**src/rtl/timer_counter_if.sv**
```systemverilog
`default_nettype none
// -----------------------------------------------------------------------------
// timer_counter_if: peripheral-bus port bundle for timer_counter (addr/WE/Din in, Dout/IRQ out).
// Rev 1.0
// -----------------------------------------------------------------------------
interface timer_counter_if;
  logic [1:0]  addr;
  logic        WE;
  logic [31:0] Din;
  logic [31:0] Dout;
  logic        IRQ;

  modport master (
    output addr,
    output WE,
    output Din,
    input  Dout,
    input  IRQ
  );

  modport slave (
    input  addr,
    input  WE,
    input  Din,
    output Dout,
    output IRQ
  );
endinterface
`default_nettype wire

```
**src/rtl/timer_counter.sv**
```systemverilog
`default_nettype none
// -----------------------------------------------------------------------------
// timer_counter: memory-mapped down-counting timer, one-shot IRQ or periodic pulse.
// Optional prescaler at offset 3 when TC_PRESCALE_EN is defined.  Rev 1.0
// -----------------------------------------------------------------------------
module timer_counter #(
  parameter logic [31:0] PRESET_RST = 32'h0000_0000
) (
  input  logic           clk,
  input  logic           reset,
  timer_counter_if.slave bus
);

  typedef enum logic [1:0] {
    IDLE = 2'd0,
    LOAD = 2'd1,
    CNT  = 2'd2,
    INT  = 2'd3
  } state_t;

  localparam logic [1:0] ADDR_CTRL   = 2'd0;
  localparam logic [1:0] ADDR_PRESET = 2'd1;
  localparam logic [1:0] ADDR_COUNT  = 2'd2;
  localparam logic [1:0] MODE_RELOAD = 2'b01;

  state_t      r_state, w_state_nxt;
  logic [3:0]  r_ctrl, w_ctrl_nxt;
  logic [31:0] r_preset, w_preset_nxt;
  logic [31:0] r_count, w_count_nxt;
  logic        r_irq_flag, w_irq_flag_nxt;
  logic        w_ctrl_wr;
  logic        w_tick;

`ifdef TC_PRESCALE_EN
  localparam logic [1:0] ADDR_PRESCALE = 2'd3;
  logic [15:0] r_prescale, w_prescale_nxt;
  logic [15:0] r_presc_cnt, w_presc_cnt_nxt;
  assign w_tick = (r_presc_cnt == r_prescale);
`else
  assign w_tick = 1'b1;
`endif

  always_ff @(posedge clk) begin
    if (reset) begin
      r_state    <= IDLE;
      r_ctrl     <= 4'd0;
      r_preset   <= PRESET_RST;
      r_count    <= 32'd0;
      r_irq_flag <= 1'b0;
`ifdef TC_PRESCALE_EN
      r_prescale  <= 16'd0;
      r_presc_cnt <= 16'd0;
`endif
    end else begin
      r_state    <= w_state_nxt;
      r_ctrl     <= w_ctrl_nxt;
      r_preset   <= w_preset_nxt;
      r_count    <= w_count_nxt;
      r_irq_flag <= w_irq_flag_nxt;
`ifdef TC_PRESCALE_EN
      r_prescale  <= w_prescale_nxt;
      r_presc_cnt <= w_presc_cnt_nxt;
`endif
    end
  end

  always_comb begin
    w_ctrl_wr      = bus.WE && (bus.addr == ADDR_CTRL);
    w_state_nxt    = r_state;
    w_ctrl_nxt     = r_ctrl;
    w_count_nxt    = r_count;
    w_irq_flag_nxt = r_irq_flag;
    w_preset_nxt   = (bus.WE && (bus.addr == ADDR_PRESET)) ? bus.Din : r_preset;
`ifdef TC_PRESCALE_EN
    w_prescale_nxt  = (bus.WE && (bus.addr == ADDR_PRESCALE)) ? bus.Din[15:0] : r_prescale;
    w_presc_cnt_nxt = r_presc_cnt;
`endif

    case (r_state)
      IDLE: begin
        if (r_ctrl[0]) w_state_nxt = LOAD;
      end
      LOAD: begin
        if (r_ctrl[0]) begin
          w_count_nxt = r_preset;
          w_state_nxt = CNT;
`ifdef TC_PRESCALE_EN
          w_presc_cnt_nxt = 16'd0;
`endif
        end else begin
          w_state_nxt = IDLE;
        end
      end
      CNT: begin
        if (!r_ctrl[0]) begin
          w_state_nxt = IDLE;
        end else if (w_tick) begin
`ifdef TC_PRESCALE_EN
          w_presc_cnt_nxt = 16'd0;
`endif
          if (r_count > 32'd1) begin
            w_count_nxt = r_count - 32'd1;
          end else begin
            // COUNT==1 and COUNT==0 (PRESET=0) both expire here; never wraps below 0
            w_count_nxt    = 32'd0;
            w_irq_flag_nxt = 1'b1;
            w_state_nxt    = INT;
          end
        end else begin
`ifdef TC_PRESCALE_EN
          w_presc_cnt_nxt = r_presc_cnt + 16'd1;
`endif
        end
      end
      INT: begin
        if (r_ctrl[2:1] == MODE_RELOAD) begin
          w_irq_flag_nxt = 1'b0;
          w_state_nxt    = LOAD;
        end else begin
          w_ctrl_nxt[0] = 1'b0;
          w_state_nxt   = IDLE;
        end
      end
      default: w_state_nxt = IDLE;
    endcase

    // A CPU CTRL write overrides the FSM's enable clear and always clears the flag
    if (w_ctrl_wr) begin
      w_ctrl_nxt     = bus.Din[3:0];
      w_irq_flag_nxt = 1'b0;
    end
  end

  always_comb begin
    bus.Dout = 32'd0;
    case (bus.addr)
      ADDR_CTRL:   bus.Dout = {28'd0, r_ctrl};
      ADDR_PRESET: bus.Dout = r_preset;
      ADDR_COUNT:  bus.Dout = r_count;
      default: begin
`ifdef TC_PRESCALE_EN
        bus.Dout = {16'd0, r_prescale};
`else
        bus.Dout = 32'd0;
`endif
      end
    endcase
  end

  assign bus.IRQ = r_irq_flag & r_ctrl[3];

endmodule
`default_nettype wire

```
**src/flat_wrapper.sv**
```systemverilog
// flat-port wrapper written by rule: the top's interface ports become plain ports
module timer_counter_flat 
#(
  parameter logic [31:0] PRESET_RST = 32'h0000_0000
)
  (clk, reset, bus_addr, bus_WE, bus_Din, bus_Dout, bus_IRQ);
  timer_counter_if bus_i ();
  input  logic clk;
  input  logic reset;
  input wire logic [$bits(bus_i.addr)-1:0] bus_addr;
  input wire logic [$bits(bus_i.WE)-1:0] bus_WE;
  input wire logic [$bits(bus_i.Din)-1:0] bus_Din;
  output wire logic [$bits(bus_i.Dout)-1:0] bus_Dout;
  output wire logic [$bits(bus_i.IRQ)-1:0] bus_IRQ;
  assign bus_i.addr = bus_addr;
  assign bus_i.WE = bus_WE;
  assign bus_i.Din = bus_Din;
  assign bus_Dout = bus_i.Dout;
  assign bus_IRQ = bus_i.IRQ;
  timer_counter #(.PRESET_RST(PRESET_RST)) u_core (.clk(clk), .reset(reset), .bus(bus_i));
endmodule
```
**config.mk**
```make
export PLATFORM = sky130hd
export DESIGN_NAME = timer_counter_flat
export DESIGN_NICKNAME = d
export VERILOG_FILES = /design/src/rtl/timer_counter_if.sv /design/src/rtl/timer_counter.sv /design/src/flat_wrapper.sv
export SDC_FILE = /design/constraint.sdc
export NUM_CORES = 1
export LEC_CHECK = 0
export ABC_CLOCK_PERIOD_IN_PS = 2800
export CAP_MARGIN = 20
export CORE_AREA = 2 2 129 131
export CTS_BUF_LIST = sky130_fd_sc_hd__clkbuf_8
export CTS_CLUSTER_SIZE = 8
export DETAILED_ROUTE_END_ITERATION = 7
export DIE_AREA = 0 0 131 133
export PLACE_DENSITY = 0.53
export SETUP_SLACK_MARGIN = 0.5
export SYNTH_ARGS = -nofsm -noshare
export SYNTH_HDL_FRONTEND = slang
export SYNTH_SLANG_ARGS = --single-unit
export TNS_END_PERCENT = 50
```
**constraint.sdc**
```tcl
create_clock -name clk -period 2.8 [get_ports clk]
set_clock_uncertainty 0.15 [all_clocks]
set_input_delay 0.42 -clock clk [delete_from_list [all_inputs] [get_ports clk]]
set_output_delay 0.42 -clock clk [all_outputs]
set_load 0.1 [all_outputs]
```
==> metrics.log <==
[metrics] status: finished clean
[metrics] HPWL after detailed placement: 9000 um
[metrics] sequential standard cell area: 1430 sq um
[metrics] via count of the first global-routing pass: between 4k and 5k
[metrics] Clock transition at path regs: roughly 80 ps
[metrics] fmax: roughly 0.44 GHz
[metrics] type of the worst setup path: flop to flop
[metrics] critical path's most frequent cell: sky130_fd_sc_hd__a211oi_1
[metrics] synthesis-stage register bit count: 71
[metrics] cell chain of the critical path: or4_4 -> nor2_4 -> and4bb_4 -> buf_8 -> nor3_1 -> a211oi_1 -> a211oi_1
[metrics] internal power contribution: 1.65 mW
[metrics] type of element capturing the critical path: flop
[metrics] portion of total power attributed to combinational logic: 0.122
[metrics] crit-path leading delay family: simple AND/OR/NAND/NOR gates
[metrics] Pre-Repair DR Iteration Count: 5
[metrics] antenna violations before repair: 0
[metrics] worst setup timing slack at the placement stage: around 150 ps
[metrics] switching share of power: 0.260
[metrics] Via density: 5.21
[metrics] number of slew-limit violations in the final report: 0
[metrics] clock group share of total power: 0.410
[metrics] critical-path maximum fanout: 13
[metrics] total buffers and inverters traversed by the critical path: 1
[metrics] RR Startpoint: u_core.r_count[24]$_SDFFE_PP0P_
[metrics] clk root buf: sky130_fd_sc_hd__clkbuf_8
[metrics] Worst-Skew Late Latency: about 370 ps
[metrics] Final Worst Setup Slack: ~550 ps
[metrics] die outline width: between 100 and 150 um
[metrics] IO buf count: between 60 and 70
[metrics] number of synthesized flops with an enable pin: 0
[metrics] CTS tree: done
[metrics] largest net degree at the start of global routing: 66
[metrics] endpoint arrival time on the critical path: 2320 ps
[metrics] # setup viols final: 0
[metrics] Layout Nets: 624
[metrics] post-synthesis sequential area ratio: 0.361
[metrics] cell area after placement: around 5400 sq um
[metrics] Critical Path RT: approximately 2900 ps
[metrics] fraction of layout instances using a drive strength above 1: 0.237
[metrics] post-route non-filler standard cell count: around 800
[metrics] DRT iter0 DRCs: around 290
[metrics] cell area after synthesis: approximately 3900 sq um
[metrics] Synth-to-Final Area Change: 48.0%
[metrics] total die area: 17400 sq um
[metrics] main area contributors after synthesis: sky130_fd_sc_hd__dfxtp_1 36%, sky130_fd_sc_hd__nand2_1 9.1%, sky130_fd_sc_hd__a21oi_1 7.0%, sky130_fd_sc_hd__a22o_1 6.7%, sky130_fd_sc_hd__clkbuf_1 3.4%
[metrics] Crit path largest cell delay: 590 ps
[metrics] transition time at the pin with the least slew margin: approximately 700 ps
[metrics] floorplan core area: 16200 sq um
[metrics] DP Cell Count: about 790
[metrics] R2R depth: 7
[metrics] final setup TNS: 0 ps
[metrics] hold path start: u_core.r_preset[7]$_SDFFE_PP0P_
[metrics] kind of launch point of the worst setup path: flop
[metrics] Final ANT Viol Nets: 0
[metrics] maximum VDD drop: 0.000174 V
[metrics] total routing usage reported by global routing: 0.160
[metrics] final instance area: 5820 sq um
[metrics] max_slew headroom: 0.523
[metrics] path category of the worst min-delay check: flop to flop
[metrics] minimum hold slack: approximately 330 ps
[metrics] syn_area_per_cell: between 7 and 8 sq um
[metrics] multi-input gate area in the final layout: approximately 2500 sq um
[metrics] Reg2Reg Capture Point: u_core.r_count[1]$_SDFFE_PP0P_
[metrics] fillcell total: ~1.6k
[metrics] ANT cells: 0
[metrics] worst hold path depth: 2
[metrics] Syn Nets: approximately 560
[metrics] Critical-path top delay cell: sky130_fd_sc_hd__or4_4
[metrics] floorplan die height: 133 um
[metrics] fraction of the cycle the final worst path needs: 0.805
[metrics] share of Yosys cell area claimed by the top area cell type: 0.361
[metrics] share of async-settable or async-resettable flops after synthesis: 0
[metrics] Static Leakage: ~2.2 nW
[metrics] Fin. Hold Viols: 0
[metrics] number of rows created at floorplan: 47
[metrics] # DRC: 0
[metrics] Cells after Synth: slightly above 500
[metrics] effective utilization at floorplan: 0.243
[metrics] largest area contributor in the netlist: sky130_fd_sc_hd__dfxtp_1
[metrics] total of warnings raised by yosys: 0
[metrics] H-tree lvl count: 3
[metrics] reported max-cap violation count: 0
[metrics] clock tree buffer depth: 2
[metrics] grt total ovfl: 0
[metrics] WHS Endpoint: u_core.r_preset[7]$_SDFFE_PP0P_
[metrics] hold_buf cts: 0
[metrics] number of vias in the routed layout: 4217
[metrics] number of unique standard cell types used by synthesis: 59
[metrics] unrepaired setup endpoints after global routing: true
[metrics] worst setup slack for register-to-register paths: 550 ps
[metrics] register share of total power: 0.468
[metrics] Total Routed Length: between 10000 and 15000 um
[metrics] number of buffers created by CTS: 9
[metrics] IO Count: 70
[metrics] wire length of the first global-routing pass: approximately 22000 um
[metrics] net switching power figure: about 0.58 mW
[metrics] GPL Wtd Cong: 0.857
[metrics] final period demand of the worst path: 2250 ps
[metrics] total number of clock tree sinks: between 70 and 80
[metrics] power density over the cells: between 300 and 400 nW/um^2
[metrics] per-cell routed wire length: ~17 um
[metrics] ys flop type: sky130_fd_sc_hd__dfxtp_1
metal layers:
layer | routed length [um] | track usage | part of all wire
met1 | 6070 | 0.211 | 0.44
met2 | 6740 | 0.261 | 0.49
met3 | 805 | 0.0243 | 0.058
met4 | 272 | 0.0567 | 0.020
met5 | 0 | 0 | 0
worst min-delay path: cells and delay by family (launching register included):
kind,cells,cell delay (ps)
simple gates,1,50
compound gates,1,50
flops,1,330
placed cells by master (no fill, tap or decap), types with 3 or more instances in the layout:
master | netlist | layout
sky130_fd_sc_hd__nand2_1 | 95 | 94
sky130_fd_sc_hd__dfxtp_1 | 71 | 66
sky130_fd_sc_hd__a21oi_1 | 55 | 55
sky130_fd_sc_hd__buf_12 | 0 | 35
sky130_fd_sc_hd__clkdlybuf4s50_1 | 0 | 33
sky130_fd_sc_hd__buf_4 | 1 | 24
sky130_fd_sc_hd__nand3_1 | 24 | 23
sky130_fd_sc_hd__nor2_1 | 23 | 22
sky130_fd_sc_hd__o21ai_0 | 25 | 20
sky130_fd_sc_hd__a31oi_1 | 15 | 15
sky130_fd_sc_hd__nor3_1 | 16 | 15
sky130_fd_sc_hd__inv_1 | 12 | 13
sky130_fd_sc_hd__nor4_1 | 14 | 13
sky130_fd_sc_hd__a22o_4 | 0 | 11
sky130_fd_sc_hd__a22o_2 | 0 | 10
sky130_fd_sc_hd__a22o_1 | 30 | 9
sky130_fd_sc_hd__clkbuf_8 | 0 | 9
sky130_fd_sc_hd__mux2i_1 | 7 | 7
sky130_fd_sc_hd__o32ai_1 | 7 | 7
sky130_fd_sc_hd__o21ai_2 | 0 | 5
sky130_fd_sc_hd__o21a_1 | 5 | 5
sky130_fd_sc_hd__o21ai_1 | 5 | 5
sky130_fd_sc_hd__and2_1 | 5 | 4
sky130_fd_sc_hd__nor2b_1 | 6 | 4
sky130_fd_sc_hd__dfxtp_2 | 0 | 4
sky130_fd_sc_hd__or4_4 | 1 | 3
sky130_fd_sc_hd__nor2_4 | 0 | 3
sky130_fd_sc_hd__or3_1 | 3 | 3
sky130_fd_sc_hd__a221oi_2 | 3 | 3
sky130_fd_sc_hd__a32oi_1 | 3 | 3
sky130_fd_sc_hd__a211oi_1 | 3 | 3
power by group through the flow:
| stage | sequential [mW] | combinational [mW] | clock, mW |
|---|---|---|---|
| final | 1.04 | 0.272 | 0.912 |
| after global routing | 1.04 | 0.288 | 0.971 |
| after CTS | 1.04 | 0.273 | 0.932 |
| after detailed placement | 1.07 | 0.245 | 0 |
| after global placement | 1.07 | 0.244 | 0 |
| after floorplan | 1.06 | 0.130 | 0 |
Yosys cell counts, drive strengths merged (3+ instances only):
master  instances
buf             6
a221oi          4
nor2           25
nor2b           6
mux2i           7
inv            12
or4             5
a32oi           3
nor4b           3
nor3           18
a31oi          15
dfxtp          71
nor3b           3
a21oi          55
nor4           15
nand2          95
a22o           30
a211oi          3
and2            6
o21ai          30
clkbuf         36
or3             3
o32ai           7
o21a            5
nand3          25
registers in the layout (all words and copies together) (netlist names):
| register | cells |
|---|---|
| u_core.r_preset | 32 |
| u_core.r_ctrl | 4 |
| u_core.r_count | 32 |
| u_core.r_irq_flag | 1 |
| u_core.r_state | 2 |
metrics by stage:
step	util	power, mW
finish	0.360	2.23
floorplan	-	1.19
CTS	0.355	2.25
global placement	0.332	1.31
detailed placement	0.332	1.31
global route	0.360	2.30
layout make-up:
class	instances	share of cell area
Timing Repair Buffer	99	0.230
Inverter	12	0.00774
Clock inverter	7	0.0153
Clock buffer	9	0.0213
Sequential cell	71	0.246
Tap cell	220	0.0473
Multi-Input combinational cell	392	0.433
cells by family after synthesis:
logic type	Yosys count	synth area share
muxes	8	0.0207
buffers and inverters	54	0.0569
adders and majority gates	2	0.00636
AOI/OAI and AO/OA	165	0.279
DFF	71	0.361
and+or+nand+nor	213	0.269
xor gates and xnor gates	3	0.00668
worst max-delay path by stage:
stage	start	endpoint	slack, ps	depth (start not counted)
floorplan	bus_addr[0]	bus_Dout[15]	260	5
global placement	u_core.r_count[0]$_SDFFE_PP0P_	u_core.r_count[0]$_SDFFE_PP0P_	230	7
detailed placement	u_core.r_count[0]$_SDFFE_PP0P_	u_core.r_count[0]$_SDFFE_PP0P_	150	7
CTS	u_core.r_count[11]$_SDFFE_PP0P_	u_core.r_count[31]$_SDFFE_PP0P_	470	6
global route	u_core.r_count[24]$_SDFFE_PP0P_	u_core.r_count[1]$_SDFFE_PP0P_	480	7
finish	u_core.r_count[24]$_SDFFE_PP0P_	u_core.r_count[1]$_SDFFE_PP0P_	550	7
repair_timing:
| action | in CTS | in global routing |
|---|---|---|
| resized for setup | 15 | 19 |
| buffers inserted | 1 | 2 |
| endpoints found under the setup margin | 55 | 19 |
| pin swaps | 3 | 3 |
| gates cloned | 4 | 0 |
Power figures use the tool's default switching activity.
==> variant 1 (same settings) <==
Set the localparam `MODE_RELOAD` to 2'b00 (it was 2'b01).
--- a/src/rtl/timer_counter.sv
+++ b/src/rtl/timer_counter.sv
@@ -22,5 +22,5 @@
   localparam logic [1:0] ADDR_PRESET = 2'd1;
   localparam logic [1:0] ADDR_COUNT  = 2'd2;
-  localparam logic [1:0] MODE_RELOAD = 2'b01;
+  localparam logic [1:0] MODE_RELOAD = 2'b00;
 
   state_t      r_state, w_state_nxt;
Formal check against the unedited RTL: not equivalent (Yosys sat finds a counterexample within 10 cycles, from zero or initial values and one cycle with reset high).
==> variant 1 against the unedited design <==
Sequential cell count stayed put; total power up 5.6%; area after synthesis hardly changed; worst setup slack worse by 70 ps; critical path type unchanged; final area is 1.4% higher; maximum frequency fell by 3.0%; utilization up 0.52 points; wire length rose by 2.3%; global-route usage increased by 0.55 points; first-iteration DRC count rose by 7.3%.
==> variant 1: results (changes against the unedited design) <==
.. list-table::
   :header-rows: 1

   * - Metric
     - Value
   * - Placed Area
     - 5390 sq um (+0.51%)
   * - Layout clock area frac
     - 0.0417 (+0.00520)
   * - Cell leakage power
     - 2.23 nW (+2.4%)
   * - Adder and majority gate portion of the synthesized area
     - 0.00637 (about the same)
   * - Synth Area in XOR/XNOR
     - 0.00668 (about the same)
   * - Initial standard-cell utilization of the core
     - 0.243 (about the same)
   * - Mean instance size in the synthesized netlist
     - 7.62 sq um (about the same)
   * - Maximum single-stage delay on the critical path
     - 560 ps (-30 ps)
   * - First DRT Iteration DRCs
     - 307 (+7.3%)
   * - Worst flop-to-flop path startpoint
     - u_core.r_count[13]
   * - Number of filler cells placed in the layout
     - 1,659 (+2.2%)
   * - Fraction of area in multi-input gates
     - 0.422 (-0.0106)
   * - Clock tree buffer count of the final layout
     - 10 (+1)
   * - Cell types occupying the most area after synthesis
     - dfxtp_1, nand2_1, a21oi_1
   * - Number of combinational gates with multiple inputs
     - 391 (-0.26%)
   * - Worst vdd ir
     - 0.159 mV (-8.6%)
   * - Routed wirelength normalized by instance count
     - 17.3 microns (+1.1%)
   * - Vias
     - 4,257 (+0.95%)
   * - Sequential cell area
     - 1430 sq um (+0.17%)
   * - Vias in the first global route
     - 4,240 (+5.9%)
   * - Wire length of the first global-routing pass
     - 22,400 microns (+3.4%)
   * - Relative slew margins
     - 0.516 (-0.00669)
   * - Area share of buffers outside the clock network
     - 0.240 (+0.00923)
   * - Fraction of layout cells with a size suffix above 1
     - 0.245 (+0.00771)
   * - Post-layout power
     - 2.35 mW (+5.6%)
   * - Buffer count excluding the clock tree in the final layout
     - 110 (+11%)
   * - Mux share of post-synthesis cell area
     - 0.0207 (about the same)
   * - Area fraction in compound gates after synthesis
     - 0.279 (about the same)
   * - Layout net count
     - 634 (+1.6%)
   * - Synth-to-layout area growth
     - 50.3%
   * - FF-to-FF path depth
     - 6 (-1)
   * - Status
     - finished clean
   * - Data arrival, critical path
     - 2390 ps (+70 ps)
   * - Final HPWL DP
     - 9110 microns (+1.3%)
   * - Clk network pwr share
     - 0.439 (+0.029)
variant 1: cell types whose count changed after synthesis:
cell / delta
nor2b_1: -1
nor2_1: +1
variant 1: routing by layer:
layer  up-vias  wire length, microns  track usage
li1       2055                     -            -
met1      2052                  6330        0.217
met2       125                  6950        0.268
met3        25                   639       0.0311
met4         0                   291       0.0603
met5         -                     0            0
variant 1: repair_timing:
item	CTS	global route
buffers inserted	4	6
gates cloned	3	0
resized for setup	9	20
setup endpoints to repair	50	28
pin swaps	0	6
variant 1: kinds of logic (layout without fill, tap and decap cells):
| family | Yosys count | in the layout |
|---|---|---|
| flip-flops | 71 | 71 |
| AND/OR/NAND/NOR | 213 | 213 |
| multiplexers | 8 | 8 |
| XOR/XNOR | 3 | 3 |
| adder cells (fa/ha/maj) | 2 | 2 |
| AO/OA/AOI/OAI | 165 | 165 |
| buffers and inverters | 54 | 138 |
variant 1: how the worst min path moves through the flow:
| stage | start | to | slack (ps) | cells past startpoint |
|---|---|---|---|---|
| 2_1_floorplan | u_core.r_preset[26] | u_core.r_preset[26] | 300 | 2 |
| 3_3_place_gp | u_core.r_preset[6] | u_core.r_preset[6] | 310 | 2 |
| 3_5_place_dp | u_core.r_preset[6] | u_core.r_preset[6] | 310 | 2 |
| 4_1_cts | u_core.r_preset[6] | u_core.r_preset[6] | 330 | 2 |
| 5_1_grt | u_core.r_preset[6] | u_core.r_preset[6] | 350 | 2 |
| 6_report | u_core.r_preset[6] | u_core.r_preset[6] | 330 | 2 |
variant 1: metrics by stage:
stage,cells,setup slack [ps],hold WS (ps)
3_3_place_gp,791,364,313
5_1_grt,820,409,346
4_1_cts,814,452,327
2_1_floorplan,516,261,295
3_5_place_dp,791,358,315
6_report,820,476,331
==> variant 2 (same settings) <==
Made on the original files. Put a register stage on the output `bus.IRQ`, without a reset. The value now appears one clock later.
--- a/src/rtl/timer_counter.sv
+++ b/src/rtl/timer_counter.sv
@@ -148,5 +148,7 @@
   end
 
-  assign bus.IRQ = r_irq_flag & r_ctrl[3];
+  always_ff @(posedge clk) begin
+    bus.IRQ <= r_irq_flag & r_ctrl[3];
+  end
 
 endmodule
Formal check against the unedited RTL: not equivalent (Yosys sat finds a counterexample within 10 cycles, from zero or initial values and one cycle with reset high).
==> variant 2 against the unedited design <==
Wire length up 12%; area after synthesis up 7.7%; sequential cell count up 1; final area up 5.8%; worst setup slack worse by 65 ps; sequential share of layout area down 1.0 points; final cell count up 4.6%.
Power is not compared: it rests on default switching activity, and its combinational part moved more than twofold at a synthesized area within 25%.
==> variant 2: results (changes against the unedited design) <==
.. list-table::
   :header-rows: 1

   * - Metric
     - Value
   * - Status
     - finished clean
   * - Adder and majority gate portion of the synthesized area
     - 0.0207 (+0.0143)
   * - Cell types with the highest counts after synthesis
     - nand2_1, dfxtp_1, a21oi_1, clkbuf_1, a22o_1
   * - Data arrival, critical path
     - 2450 ps (+130 ps)
   * - Routability Congestion
     - 0.821 (-4.2%)
   * - Clock root buffer master
     - clkbuf_8
   * - Global-route track usage on met3
     - 0.0202 (-0.00404)
   * - Area fraction in compound gates after synthesis
     - 0.281 (+0.00152)
   * - Mux share of post-synthesis cell area
     - 0.0189 (-0.00178)
   * - GR Util All Layers
     - 0.180 (+0.0205)
   * - Portion of the post-synthesis area used by sequential elements
     - 0.340 (-0.0212)
   * - Routed wirelength normalized by instance count
     - 18.4 microns (+7.2%)
   * - First DRT Iteration DRCs
     - 376 (+31%)
   * - Measured slew at the worst slew-check pin
     - 448 ps (-267 ps)
   * - Worst min-delay path class
     - in2reg
   * - Vias per cell
     - 5.49 (+5.5%)
   * - Vias
     - 4,652 (+10%)
   * - Residual DRC
     - 0 (unchanged)
   * - Met2 routed WL
     - 7310 microns (+8.6%)
   * - Mean instance size in the synthesized netlist
     - 7.66 sq um (+0.52%)
   * - Sum of met3 wire segment lengths after detailed routing
     - 876 microns (+8.8%)
   * - Worst vdd ir
     - approximately 0.20 mV
   * - Detailed-route wire length on metal 1
     - 7040 microns (+16%)
   * - Met2 layer usage reported by global route
     - 0.277 (+0.0155)
   * - Final HPWL DP
     - 10,200 microns (+14%)
   * - Post-CTS sizing
     - 8 (-7)
   * - Ys async rst share
     - 0 (unchanged)
   * - Vias in the first global route
     - 4,498 (+12%)
   * - Inst Count DP
     - 818 (+3.9%)
   * - Fraction of layout cells with a size suffix above 1
     - 0.226 (-0.0108)
   * - Number of library cell types mapped by synthesis
     - 54 (-8.5%)
   * - Biggest regs
     - u_core.r_count (32), u_core.r_preset (32), u_core.r_ctrl (4)
   * - Synth Area in XOR/XNOR
     - 0 (-0.00668)
   * - Global routing met1 resource utilization
     - 0.252 (+0.0402)
   * - Cell types occupying the most area after synthesis
     - dfxtp_1, nand2_1, a21oi_1
   * - Maximum fanout encountered on the critical timing path
     - 12 (-1)
   * - Post-synth net total
     - 597 (+7.6%)
==> variant 2: cell count changes in the layout (fill, tap and decap cells not counted), moves of 5 or more <==
cell / before / now
inv_1: 13 / 18
nand4_1: 2 / 8
nand3_1: 23 / 14
ha_1: 1 / 7
a22oi_1: 2 / 7
a21oi_1: 55 / 63
o21ai_0: 20 / 4
nand2_1: 94 / 86
buf_6: 0 / 6
and3_1: 2 / 15
==> variant 2: kinds of logic (layout without fill, tap and decap cells) <==
group | count (synthesis) | after routing
AO/OA/AOI/OAI | 175 | 175
adder cells (fa/ha/maj) | 7 | 7
buffers and inverters | 70 | 144
flip-flops | 72 | 72
multiplexers | 8 | 8
AND/OR/NAND/NOR | 221 | 221
==> variant 2: final timing paths <==
check,depth (start not counted),startpoint,slack (ps),end
setup / recovery,6,u_core.r_count[7],480,u_core.r_irq_flag
setup reg to reg,6,u_core.r_count[7],480,u_core.r_irq_flag
hold reg to reg,2,u_core.r_preset[0],320,u_core.r_preset[0]
hold / removal,2,reset,310,u_core.r_count[15]
==> variant 2: per-stage QoR <==
stage | setup slack (ps) | power, mW | util | instance area (sq um)
after global placement | 242 | 1.98 | 0.351 | 5680
final | 481 | 2.96 | 0.381 | 6160
after floorplan | 55.0 | 1.67 | - | 4350
after detailed placement | 233 | 1.98 | 0.351 | 5680
after CTS | 428 | 2.79 | 0.368 | 5950
after global routing | 391 | 3.09 | 0.381 | 6160
==> variant 2: area by class of cell <==
class                   instances  area (sq um)
clock buffers                  12           165
clock inverters                 4          18.8
fillers                      1632         10000
inverters                      17          63.8
multi-input cells             411          2710
flip-flops and latches         72          1450
well taps                     220           275
repair buffers                111          1480
==> variant 2: worst max-delay path: stages, from the launching register on <==
cell and delay (ps):
dfxtp_4 350, or4_4 570, nor4_4 350, nand4_4 190
buf_6 200, o31a_1 290, nor4_2 130
